===== src/rtl/ddr_sim_rd_pipe.sv =====
// Fixed-latency read return pipe: valid/data shift register, each stage holds its data
// until new valid data arrives so the output word stays put between pulses.
module ddr_sim_rd_pipe #(
    parameter int unsigned DATA_WIDTH = 256,
    parameter int unsigned RD_LATENCY = 8
) (
    input  logic                  clk_i,
    input  logic                  rst_ni,
    input  logic                  in_valid_i,
    input  logic [DATA_WIDTH-1:0] in_data_i,
    output logic                  out_valid_o,
    output logic [DATA_WIDTH-1:0] out_data_o
);

    logic [RD_LATENCY-1:0] valid_q;
    logic [DATA_WIDTH-1:0] data_q [RD_LATENCY];

    always_ff @(posedge clk_i or negedge rst_ni) begin
        if (!rst_ni) begin
            valid_q <= '0;
            for (int i = 0; i < int'(RD_LATENCY); i++) begin
                data_q[i] <= '0;
            end
        end else begin
            valid_q[0] <= in_valid_i;
            if (in_valid_i) begin
                data_q[0] <= in_data_i;
            end
            for (int i = 1; i < int'(RD_LATENCY); i++) begin
                valid_q[i] <= valid_q[i-1];
                if (valid_q[i-1]) begin
                    data_q[i] <= data_q[i-1];
                end
            end
        end
    end

    assign out_valid_o = valid_q[RD_LATENCY-1];
    assign out_data_o  = data_q[RD_LATENCY-1];

endmodule


===== config.mk =====
export PLATFORM = sky130hd
export DESIGN_NAME = ddr_sim_rd_pipe
export DESIGN_NICKNAME = d
export VERILOG_FILES = /design/src/rtl/ddr_sim_rd_pipe.sv
export SDC_FILE = /design/constraint.sdc
export NUM_CORES = 2
export LEC_CHECK = 0
export ABC_AREA = 1
export CAP_MARGIN = 20
export CORE_MARGIN = 5
export CORE_UTILIZATION = 64
export DETAILED_ROUTE_END_ITERATION = 16
export PLACE_DENSITY = 0.95
export SYNTH_ARGS = -nofsm -noshare
export SYNTH_HDL_FRONTEND = slang
export SYNTH_SLANG_ARGS = --single-unit
export TNS_END_PERCENT = 100

===== constraint.sdc =====
create_clock -name clk_i -period 1.8 [get_ports clk_i]
set_input_delay 0.36 -clock clk_i [delete_from_list [all_inputs] [get_ports clk_i]]
set_output_delay 0.36 -clock clk_i [all_outputs]
set_load 0.01 [all_outputs]

==> flow_summary.json <==
{
  "p_total_w": 0.1142,
  "period_share_pct": 101.9,
  "grt_pass1_wl_um": 382500,
  "met2_usage_pct": 56.58,
  "start_util_pct": 64.48,
  "ys_warn_count": 0,
  "final_common_cell": "nand2_1",
  "cts_tree": "yes",
  "fmaxAchievable_mhz": 545.3,
  "finalMaxSlewViolations": 0,
  "clkPwrFrac_pct": 38.1,
  "p_switching_w": 0.03209,
  "io_buffers": 515,
  "instances_no_fill": 11040,
  "failed_checks": "negative setup slack",
  "tightest_slew_ns": 0.8261,
  "cts_buffers": 190,
  "clock_latency_ns": 0.88,
  "grt_pass1_vias": 69170,
  "synth.distinct_cells": 12,
  "nets": 9486,
  "post_drt_wl_per_cell_um": 22.13,
  "drt_wl_total_um": 244300,
  "comb_power_share_pct": 12.0,
  "crit_path_start_kind": "register",
  "antenna_found_initial": 16,
  "path_delay_family": "flip-flops",
  "clock_skew_ns": 0.05589,
  "timing.final.ws_setup_ns": -0.03402,
  "ctsRootBufferMaster": "clkbuf_16",
  "grt_use_met3_pct": 12.88,
  "period_minus_slack_ns": 1.834,
  "cp_max_fo": 2,
  "critPathKind": "reg2out",
  "cp_slowest_cell": "dfrtp_2",
  "syn_avg_cell_area_um2": 9.089,
  "top_usage_layer": "met2",
  "clockBufferDepth": 3,
  "placed_cells": 10580,
  "worstPathRequired_ns": 1.44,
  "post_drt_via_cell_ratio": 5.938,
  "clock_sinks": 2056,
  "crit_arrival_ns": 1.47,
  "finalHoldViolations": 0,
  "syn_nets": 9179,
  "synthCells": 8920,
  "postRouteAntennaNets": 0,
  "final_cell_mix": "nand2_1 (5944), dfrtp_1 (2037), clkdlybuf4s50_1 (256)",
  "syn-cell-area_um2": 81070,
  "vias": 65560,
  "irDropWorstVdd_mv": 1.005,
  "crit_buf_inv": 1,
  "drtIter0Drc": 9979,
  "place.gp.congestion": 0.8929,
  "leakage_nw": 51.58,
  "firstDrtPassIters": 9,
  "grt-ovfl-total": 0,
  "grt.met1_usage_pct": 42.02,
  "die-area_um2": 133900,
  "rsz0062_at_grt": "yes",
  "area_growth_pct": 13.14,
  "crit_chain": "buf_6",
  "htree_levels": 4,
  "max_slew_margin_pct": 44.75,
  "core_area_um2": 125700,
  "critPathMaxStageDelay_ns": 0.47,
  "die_height_um": 365.9,
  "ys_ff_latch": 2056,
  "drive_gt1_share_pct": 11.78,
  "grt_max_degree": 140,
  "drc": 0,
  "grt_usage_pct": 36.29,
  "intPower_w": 0.08209,
  "row_count": 130,
  "status": "finished, violations left",
  "netSwitchingFraction_pct": 28.10,
  "power_frac_seq_pct": 49.9,
  "hold_class": "in2reg",
  "ios": 516,
  "hpwlAfterDp_um": 133200,
  "power_density_nw_per_um2": 1245,
  "clk_pin_slew_ns": 0.07,
  "setup_tns_ns": -0.1332,
  "cap_violations": 0,
  "dieWidth_um": 365.9,
  "setup_violations": 12,
  "yosysSeqAreaShare_pct": 63.46,
  "critPathCaptureType": "output port"
}
cells in the mapped netlist:
master | n | area (um2)
buf_8 | 10 | 150.1
clkbuf_4 | 2 | 15.01
buf_12 | 23 | 460.4
buf_2 | 150 | 750.7
buf_4 | 349 | 2620
inv_6 | 1 | 8.760
nand2_2 | 200 | 1251
buf_6 | 178 | 2004
dfrtp_1 | 2056 | 51450
nand2_1 | 5944 | 22310
inv_8 | 1 | 11.26
inv_4 | 6 | 37.54
power groups by stage:
stage               clock (W)  sequential, W  combinational [W]
floorplan                   0         0.0556            0.00856
global placement            0         0.0567             0.0119
global route           0.0455         0.0574             0.0150
detailed placement          0         0.0570             0.0128
CTS                    0.0435         0.0566             0.0131
finish                 0.0435         0.0570             0.0137
cell families after synthesis:
| kind of cell | share of synthesized area [%] |
|---|---|
| and+or+nand+nor | 29.06 |
| DFF | 63.46 |
| buffers and inverters | 7.473 |
layer usage:
metal / vias to the layer above / part of all wire [%]
li1: 27110 / -
met1: 31160 / 32
met2: 5535 / 46
met3: 1735 / 13
met4: 22 / 8.7
met5: - / 0.088
final cells by class:
| class | instances | area, um2 |
|---|---|---|
| multi-input combinational | 6144 | 23560 |
| clock buffer | 276 | 5613 |
| fill | 7106 | 34010 |
| sequential | 2056 | 51490 |
| tap | 1650 | 2064 |
| inverter | 8 | 100.1 |
| clock inverter | 78 | 1146 |
| timing repair buffer | 827 | 7741 |
| antenna | 2 | 5.005 |
sequential cells by signal (all words and copies together), names as in the netlist:
name,flops
data_q,1792
valid_q,8
out_data_o,256
per-stage QoR:
| stage | hold WS (ns) | setup WS (ns) | util, % | area, um2 |
|---|---|---|---|---|
| 3_3_place_gp | 0.2144 | 0.3942 | 67.72 | 85150 |
| 3_5_place_dp | 0.2142 | 0.3314 | 67.72 | 85150 |
| 6_report | 0.03978 | -0.03402 | 72.95 | 91720 |
| 5_1_grt | 0.01999 | -0.05935 | 72.95 | 91720 |
| 4_1_cts | 0.005023 | -0.08068 | 72.67 | 91370 |
| 2_1_floorplan | 0.06441 | 0.7739 | - | 81070 |
what timing repair did:
item | in CTS | in global routing
setup buffers | 75 | 24
hold buffers | 9 | 0
endpoints found under the setup margin | 257 | 85
resized for setup | 1056 | 43
endpoints found under the hold margin | 1382 | 0
path summary, 6_finish.rpt:
check	from	end	slack, ns	depth (start not counted)
worst max-delay path	out_data_o[4]	out_data_o[4]	-0.03	1
worst min-delay path	in_data_i[251]	data_q[2043]	0.04	3
worst max register to register	valid_q[6]	out_data_o[223]	0.17	3
worst min register to register	data_q[894]	data_q[638]	0.45	2
max in group asynchronous	rst_ni	data_q[1520]	0.30	3
min in group asynchronous	rst_ni	data_q[1755]	0.28	3
Power figures use the tool's default switching activity.
